### src/rtl/hex_display_scan_if.sv
// Bus between a value producer and the 8-digit hex display scanner:
// value/load/blank flow in, anode/segment drive and the frame pulse flow out.
interface hex_display_scan_if;
  logic [31:0] value;
  logic        load;
  logic        blank;
  logic [7:0]  an;
  logic [6:0]  seg;
  logic        frame;

  modport master (output value, load, blank, input an, seg, frame);
  modport slave  (input value, load, blank, output an, seg, frame);
endinterface

### src/rtl/hex_display_scan.sv
// Time-multiplexed 8-digit hex scanner for a common-anode 7-segment display.
// Anodes and segments are active-low; all outputs come straight from flops.
module hex_display_scan #(
  parameter int unsigned REFRESH_DIV = 100000,
  parameter bit          LZ_BLANK    = 1'b1
) (
  input  logic              clk,
  input  logic              rst,
  hex_display_scan_if.slave bus
);
  localparam int unsigned      CNT_W    = (REFRESH_DIV > 1) ? $clog2(REFRESH_DIV) : 1;
  localparam logic [CNT_W-1:0] CNT_LAST = CNT_W'(REFRESH_DIV - 1);

  function automatic logic [6:0] hex_to_seg(input logic [3:0] nib);
    logic [6:0] s;
    case (nib)
      4'h0:    s = 7'b1000000;
      4'h1:    s = 7'b1111001;
      4'h2:    s = 7'b0100100;
      4'h3:    s = 7'b0110000;
      4'h4:    s = 7'b0011001;
      4'h5:    s = 7'b0010010;
      4'h6:    s = 7'b0000010;
      4'h7:    s = 7'b1111000;
      4'h8:    s = 7'b0000000;
      4'h9:    s = 7'b0010000;
      4'hA:    s = 7'b0001000;
      4'hB:    s = 7'b0000011;
      4'hC:    s = 7'b1000110;
      4'hD:    s = 7'b0100001;
      4'hE:    s = 7'b0000110;
      4'hF:    s = 7'b0001110;
      default: s = 7'b1111111;
    endcase
    return s;
  endfunction

  logic [31:0]      shadow_q, shadow_d;
  logic [CNT_W-1:0] cnt_q, cnt_d;
  logic [2:0]       idx_q, idx_d;
  logic [7:0]       an_q, an_d;
  logic [6:0]       seg_q, seg_d;
  logic             frame_q, frame_d;
  logic             wrap_s;
  logic             dark_s;
  logic [31:0]      upper_s;

  // Shadow capture, refresh counter and digit index advance.
  always_comb begin
    if (bus.load) begin
      shadow_d = bus.value;
    end else begin
      shadow_d = shadow_q;
    end
    wrap_s = (cnt_q == CNT_LAST);
    if (wrap_s) begin
      cnt_d = {CNT_W{1'b0}};
      idx_d = idx_q + 3'd1;
    end else begin
      cnt_d = cnt_q + CNT_W'(1);
      idx_d = idx_q;
    end
  end

  // Output decode; upper_s holds nibbles idx..7, so it is zero exactly when the digit is a leading zero.
  always_comb begin
    upper_s = shadow_q >> {idx_q, 2'b00};
    dark_s  = LZ_BLANK && (idx_q != 3'd0) && (upper_s == 32'h0000_0000);
    frame_d = wrap_s && (idx_q == 3'd7);
    if (bus.blank || dark_s) begin
      an_d  = 8'hFF;
      seg_d = 7'h7F;
    end else begin
      an_d  = ~(8'h01 << idx_q);
      seg_d = hex_to_seg(upper_s[3:0]);
    end
  end

  // State and output registers.
  always_ff @(posedge clk or negedge rst) begin
    if (!rst) begin
      shadow_q <= 32'h0000_0000;
      cnt_q    <= {CNT_W{1'b0}};
      idx_q    <= 3'd0;
      an_q     <= 8'hFF;
      seg_q    <= 7'h7F;
      frame_q  <= 1'b0;
    end else begin
      shadow_q <= shadow_d;
      cnt_q    <= cnt_d;
      idx_q    <= idx_d;
      an_q     <= an_d;
      seg_q    <= seg_d;
      frame_q  <= frame_d;
    end
  end

  assign bus.an    = an_q;
  assign bus.seg   = seg_q;
  assign bus.frame = frame_q;
endmodule

### src/flat_wrapper.sv
// flat-port wrapper written by rule: the top's interface ports become plain ports
module hex_display_scan_flat 
#(
  parameter int unsigned REFRESH_DIV = 100000,
  parameter bit          LZ_BLANK    = 1'b1
)
  (clk, rst, bus_value, bus_load, bus_blank, bus_an, bus_seg, bus_frame);
  hex_display_scan_if bus_i ();
  input  logic clk;
  input  logic rst;
  input wire logic [$bits(bus_i.value)-1:0] bus_value;
  input wire logic [$bits(bus_i.load)-1:0] bus_load;
  input wire logic [$bits(bus_i.blank)-1:0] bus_blank;
  output wire logic [$bits(bus_i.an)-1:0] bus_an;
  output wire logic [$bits(bus_i.seg)-1:0] bus_seg;
  output wire logic [$bits(bus_i.frame)-1:0] bus_frame;
  assign bus_i.value = bus_value;
  assign bus_i.load = bus_load;
  assign bus_i.blank = bus_blank;
  assign bus_an = bus_i.an;
  assign bus_seg = bus_i.seg;
  assign bus_frame = bus_i.frame;
  hex_display_scan #(.REFRESH_DIV(REFRESH_DIV), .LZ_BLANK(LZ_BLANK)) u_core (.clk(clk), .rst(rst), .bus(bus_i));
endmodule
### config.mk
export PLATFORM = sky130hd
export DESIGN_NAME = hex_display_scan_flat
export DESIGN_NICKNAME = d
export VERILOG_FILES = /design/src/rtl/hex_display_scan_if.sv /design/src/rtl/hex_display_scan.sv /design/src/flat_wrapper.sv
export SDC_FILE = /design/constraint.sdc
export NUM_CORES = 1
export LEC_CHECK = 0
export CORE_MARGIN = 2
export CORE_UTILIZATION = 23
export CTS_CLUSTER_DIAMETER = 200
export DETAILED_ROUTE_END_ITERATION = 10
export GPL_TIMING_DRIVEN = 0
export PLACE_DENSITY_LB_ADDON = 0.2
export SYNTH_ARGS = -nofsm -noshare
export SYNTH_HDL_FRONTEND = slang
export SYNTH_SLANG_ARGS = --single-unit
### constraint.sdc
create_clock -name clk -period 2.6 [get_ports clk]
set_input_delay 0.26 -clock clk [delete_from_list [all_inputs] [get_ports clk]]
set_output_delay 0.26 -clock clk [all_outputs]
set_load 0.005 [all_outputs]
Word-level counts from Yosys, hierarchy flattened

Memories as Yosys holds them, arrays and structs flattened.
Cells that the tools add are included.
W data, S select, Z words.

Add/sub/neg operators: 2
Equal/unequal tests: 2
Shift operators: 2
Muxes and demuxes: 3
Bitwise gates (word level): 1
Reduce and logical (&&, ||, !) cells: 5

Operators with widths:

| kind                    | count |
|---|---|
| $logic_not A32 Y1       | 1 |
| $shr A32 B5 Y32         | 1 |
| $add A17 B1 Y17 const B | 1 |
| $eq A17 B17 Y1 const B  | 1 |
| $mux W17                | 1 |
| $mux W8                 | 1 |
| $not A8 Y8              | 1 |
| $shl A1 B3 Y8 const A   | 1 |
| $mux W7                 | 1 |
| $add A3 B1 Y3 const B   | 1 |
| $eq A3 B3 Y1 const B    | 1 |
| $reduce_bool A3 Y1      | 1 |
| $logic_and A1 B1 Y1     | 2 |
| $logic_or A1 B1 Y1      | 1 |

Register bits after elaboration: 68
Bits in read-only memories: 112
Input port bits: 36
Output and inout bits: 16
Word-level logic and storage cells: 22
Memories kept: 1

Memories:

| name            | words | bits a word | read ports | clocked after Yosys merged registers in | wr ports | line                   | source |
|---|---|---|---|---|---|---|---|
| (no name shown) | 16    | 7           | 1          | 0                                       | 0        | hex_display_scan.sv:16 | `case (nib)` |

Logic depth before layout (Yosys ltp)

Depth in word-level cells: 5
Gate-level depth with buffers: 11
Depth with buffers taken out: 8

Least setup slack after synthesis

Ideal clock, no wire load.

Kind: register to register
From: register u_core.idx_q[1]
To: register u_core.seg_q[4] (netlist: u_core.bus.seg[4])
Library setup time: 85 ps
Arrival time: 2558 ps
Data required time: 2515 ps
Setup slack: -43 ps
Stages on the path, launching flop included: 11
Buffers on the path: 4
Period minus slack after synthesis: 2643 ps
Cell sequence: dfrtp_1 -> buf_2 -> buf_4 -> buf_4 -> mux4_2 -> mux2i_1 -> ha_1 -> o311a_1 -> a31oi_1 -> clkbuf_1 -> o221ai_1

Longest elaborated chain between the ends: 5
Elaborated cells on any way between the ends: 7
Those cells by class: shift: 1; mux: 1; reduce/logical: 4; memory: 1

RTL lines:

| item                                                   | line                   | source |
|---|---|---|
| start, declared                                        | hex_display_scan.sv:40 | `logic [2:0] idx_q, idx_d;` |
| start signal, assigned                                 | hex_display_scan.sv:91 | `idx_q <= idx_d;` |
| branches (longest 4 deep; another with $mem_v2 Z16 W7) | n/a                    |  |
| $mux W7 *                                              | hex_display_scan.sv:70 | `if (bus.blank \|\| dark_s) begin` |
| via u_core.seg_d[4]                                    | hex_display_scan.sv:42 | `logic [6:0] seg_q, seg_d;` |
| end signal, assigned                                   | hex_display_scan.sv:93 | `seg_q <= seg_d;` |
| end, declared                                          | hex_display_scan.sv:42 |  |

Mark *: on every way through the listed nets, which the timed path passes.
A chain may end at the register's enable or synchronous reset.

Final worst setup path

From: register u_core.idx_q[1]
To: register u_core.seg_q[0] (netlist: u_core.bus.seg[0])

Same word-level chain as after synthesis.

==> flow_metrics.env <==
export IMPL_clock_skew_ns=0.007882
export IMPL_count_of_standard_cell_rows=44
export IMPL_syn2layout_area_growth_pct=32.00
export IMPL_final_min_period_over_clock_period=0.9344
export IMPL_clock_insertion_delay_worst_skew_ns=0.34
export IMPL_synth_edff_count=0
export IMPL_ys_async_sr_fraction=1.000
export IMPL_numCtsBuffers=9
export IMPL_buffer_ports_inserted=50
export IMPL_worst_ir_drop_vdd_uv=286.9
export IMPL_seq_power_share=0.430
export IMPL_diodes=0
export IMPL_floorplan_io_pins=52
export IMPL_p_per_area_nw_per_um2=613.4
export IMPL_min_delay_path_class="in2async"
export IMPL_synth_largest_area_cell="sky130_fd_sc_hd__dfrtp_1"
export IMPL_setup_worst_path_class="reg2reg"
export IMPL_largest_net_degree_at_the_start_of_global_routing=69
export IMPL_clock_tree_from_tritoncts="done"
export IMPL_design_die_area_sq_um=15900
export IMPL_final_hold_violation_count=0
export IMPL_clk_transition_reported_paths_ns=0.06
export IMPL_postSynthRegisterBits=68
export IMPL_reg2reg_from="u_core.idx_q[1]$_DFFE_PN0N_"
export IMPL_post_layout_nonfiller_instances=534
export IMPL_globalRoute_totalOverflow=0
export IMPL_power_switching_mw=0.6421
export IMPL_initialDrtViolationCount=92
export IMPL_status="complete, no violations"
export IMPL_avgViaCountPerCell=4.390
export IMPL_die_height_um=126.1
export IMPL_worst_path_buf_inv=3
export IMPL_finish_net_count=394
export IMPL_crit_chain="buf_12 -> buf_6 -> mux4_2 -> mux2i_4 -> ha_2 -> o311a_1 -> a31oi_1 -> buf_4 -> o22ai_1"
export IMPL_ys_types=48
export IMPL_route_vias_total=2344
export IMPL_timing_reg2reg_worst_path_depth=9
export IMPL_total_global_route_track_usage=0.1045
export IMPL_post_route_cells_drive_above_1_share=0.2543
export IMPL_timing_worst_slew_pin_value_ns=0.8410
export IMPL_cp_depth=9
export IMPL_timing_critical_path_arrival_ns=2.68
export IMPL_clkSinkCount=68
export IMPL_grt_util_met1=0.1383
export IMPL_fmax_mhz=411.6
export IMPL_r2r_setup_slack_ns=0.17
export IMPL_drt_first_pass_iters=4
export IMPL_global_route_wire_length_before_repair_um=12990
export IMPL_power_share_switching=0.2313
export IMPL_clock_tree_htree_level_count=3
export IMPL_grt_antenna_before_repair=0
export IMPL_timing_critical_path_from_type="flop"
export IMPL_netlist_area_leader_share=0.3867
export IMPL_critPathLaunch="u_core.idx_q[1]$_DFFE_PN0N_"
export IMPL_total_leakage_power_nw=1.822
export IMPL_routabilityCongestion=0.8121
export IMPL_detail_route_wirelength_um=7758
export IMPL_postSynthAreaPerCell_sq_um=12.12
export IMPL_post_route_setup_tns_ns=0
export IMPL_fillers=1483
export IMPL_netlist_top_cells_area="sky130_fd_sc_hd__dfrtp_1 39%, sky130_fd_sc_hd__dfstp_2 11%, sky130_fd_sc_hd__mux2_2 11%, sky130_fd_sc_hd__mux4_2 5.3%, sky130_fd_sc_hd__ha_1 4.7%"
export IMPL_seq_area_frac_synth=0.5016
export IMPL_overall_power_mw=2.777
export IMPL_syn_inst=283
export IMPL_pwr_share_clk=0.450
export IMPL_globalRouteMet3Util=0.03059
export IMPL_synthTopCellsByCount="53 x sky130_fd_sc_hd__dfrtp_1, 32 x sky130_fd_sc_hd__mux2_2, 24 x sky130_fd_sc_hd__nor2_1"
export IMPL_timing_max_slew_rel_slack=0.4393
export IMPL_cts_root_buf="sky130_fd_sc_hd__clkbuf_16"
export IMPL_sequential_cell_area_sq_um=1722
export IMPL_syn_cell_area_sq_um=3430
export IMPL_max_cap_violations=0
export IMPL_reg2reg_to="u_core.bus.seg[0]$_DFF_PN1_"
export IMPL_crit_path_end="u_core.bus.seg[0]$_DFF_PN1_"
export IMPL_cellInternalPower_mw=2.135
export IMPL_global_route_usage_met2=0.1613
export IMPL_coreArea_sq_um=14530
export IMPL_setup_viol_count_final=0
export IMPL_grt_pass1_vias=2499
export IMPL_critPathRequiredTime_ns=2.85
export IMPL_hpwl_reported_at_the_end_of_detailed_placement_um=5793
export IMPL_cp_slowest_cell="sky130_fd_sc_hd__mux4_2"
export IMPL_dieWidth_um=126.1
export IMPL_combinationalPowerShare=0.120
export IMPL_postRouteAntennaNets=0
export IMPL_place_inst=517
export IMPL_period_needed_ns=2.429
export IMPL_synth_flop_cell="sky130_fd_sc_hd__dfrtp_1"
export IMPL_start_util=0.2360
export IMPL_final_max_slew_violation_count=0
export IMPL_wl_per_cell_um=14.53
export IMPL_multiInputGateArea_sq_um=1629
export IMPL_total_number_of_yosys_warnings=0
export IMPL_clock_tree_buffer_depth=2
export IMPL_worst_setup_path_end_kind="flop"
export IMPL_synth_net_count=332
export IMPL_worst_path_dominant_cell_family="multiplexers"
export IMPL_post_synth_top_count_cell="sky130_fd_sc_hd__dfrtp_1"
export IMPL_critPathMaxFanout=15
export IMPL_max_stage_delay_ns=0.54
export IMPL_drc=0
export IMPL_globalRoute_busiestLayer="met2"
cells in the final DEF (no fill, tap or decap), types with 4 or more instances in the layout:
| cell type | n |
|---|---|
| sky130_fd_sc_hd__buf_4 | 4 |
| sky130_fd_sc_hd__mux2i_1 | 7 |
| sky130_fd_sc_hd__clkbuf_16 | 10 |
| sky130_fd_sc_hd__a21oi_1 | 4 |
| sky130_fd_sc_hd__nand3_1 | 8 |
| sky130_fd_sc_hd__inv_1 | 4 |
| sky130_fd_sc_hd__nor4_1 | 4 |
| sky130_fd_sc_hd__nor2_1 | 24 |
| sky130_fd_sc_hd__o21ai_0 | 13 |
| sky130_fd_sc_hd__mux4_2 | 8 |
| sky130_fd_sc_hd__mux2_2 | 32 |
| sky130_fd_sc_hd__xor2_1 | 9 |
| sky130_fd_sc_hd__clkdlybuf4s50_1 | 49 |
| sky130_fd_sc_hd__ha_1 | 12 |
| sky130_fd_sc_hd__nand2_1 | 17 |
| sky130_fd_sc_hd__xnor2_1 | 7 |
| sky130_fd_sc_hd__dfstp_2 | 15 |
| sky130_fd_sc_hd__nor3_1 | 7 |
| sky130_fd_sc_hd__dfrtp_1 | 52 |
power groups by stage:
stage | combinational, mW | sequential [mW] | clock (mW)
2_1_floorplan | 0.173 | 1.19 | 0
3_3_place_gp | 0.320 | 1.21 | 0
3_5_place_dp | 0.325 | 1.21 | 0
4_1_cts | 0.336 | 1.20 | 1.30
5_1_grt | 0.367 | 1.21 | 1.34
6_report | 0.332 | 1.19 | 1.25
cell families after synthesis:
kind of cell | after synthesis | share of synthesized area
and+or+nand+nor | 80 | 0.1157
DFF | 68 | 0.5016
muxes | 50 | 0.1904
AOI/OAI and AO/OA | 37 | 0.07260
buffers and inverters | 19 | 0.03137
xor gates and xnor gates | 16 | 0.04086
adders and majority gates | 13 | 0.04743
per-stage QoR:
step | util | hold WS [ns] | setup WS (ns) | area (sq um)
2_1_floorplan | - | -0.03559 | 0.02070 | 3433
3_3_place_gp | 0.2865 | 0.4725 | -1.013 | 4164
3_5_place_dp | 0.2863 | 0.4323 | -0.5043 | 4161
4_1_cts | 0.3105 | 0.06898 | 0.06145 | 4513
5_1_grt | 0.3115 | 0.1044 | -0.002190 | 4527
6_report | 0.3115 | 0.03472 | 0.1707 | 4527
sequential cells by signal (all words and copies together) (netlist names):
signal and flops:
u_core.shadow_q 32, u_core.idx_q 3, u_core.cnt_q 17, u_core.bus.seg 7, u_core.bus.frame 1, u_core.bus.an 8
timing repair:
item,4_1_cts,5_1_grt
endpoints found under the setup margin,14,10
pin swaps,0,0
gates resized for setup,8,5
endpoints found under the hold margin,0,0
hold buffers,0,0
setup buffers,2,0
worst register-to-register path: cells and delay by family (launching register included):
family / cells / cell delay (ns)
muxes: 2 / 0.71
buffers and inverters: 3 / 0.52
AOI/OAI and AO/OA: 3 / 0.49
DFF: 1 / 0.40
adders and majority gates: 1 / 0.23
worst min-delay path by stage:
stage          slack, ns  cells past startpoint                 startpoint                          to
2_1_floorplan      -0.04                      0                        rst  u_core.bus.frame$_DFF_PN0_
3_3_place_gp        0.47                      1  u_core.cnt_q[4]$_DFF_PN0_   u_core.cnt_q[4]$_DFF_PN0_
3_5_place_dp        0.43                      1                        rst   u_core.cnt_q[6]$_DFF_PN0_
4_1_cts             0.07                      1                        rst   u_core.cnt_q[6]$_DFF_PN0_
5_1_grt             0.10                      1                        rst   u_core.cnt_q[6]$_DFF_PN0_
6_report            0.03                      1                        rst   u_core.cnt_q[6]$_DFF_PN0_
layout make-up:
type	instances	share of cell area
Multi-Input combinational cell	196	0.3599
Clock inverter	5	0.01244
Sequential cell	68	0.3803
Tap cell	184	0.05086
Buffer	13	0.02294
Clock buffer	11	0.05611
Timing Repair Buffer	52	0.1133
Inverter	5	0.004146
layer usage:
| layer | up-vias | routed length [um] |
|---|---|---|
| li1 | 1150 | - |
| met1 | 1126 | 3641 |
| met2 | 58 | 3559 |
| met3 | 10 | 412 |
| met4 | 0 | 145 |
| met5 | - | 0 |
Power figures use the tool's default switching activity.
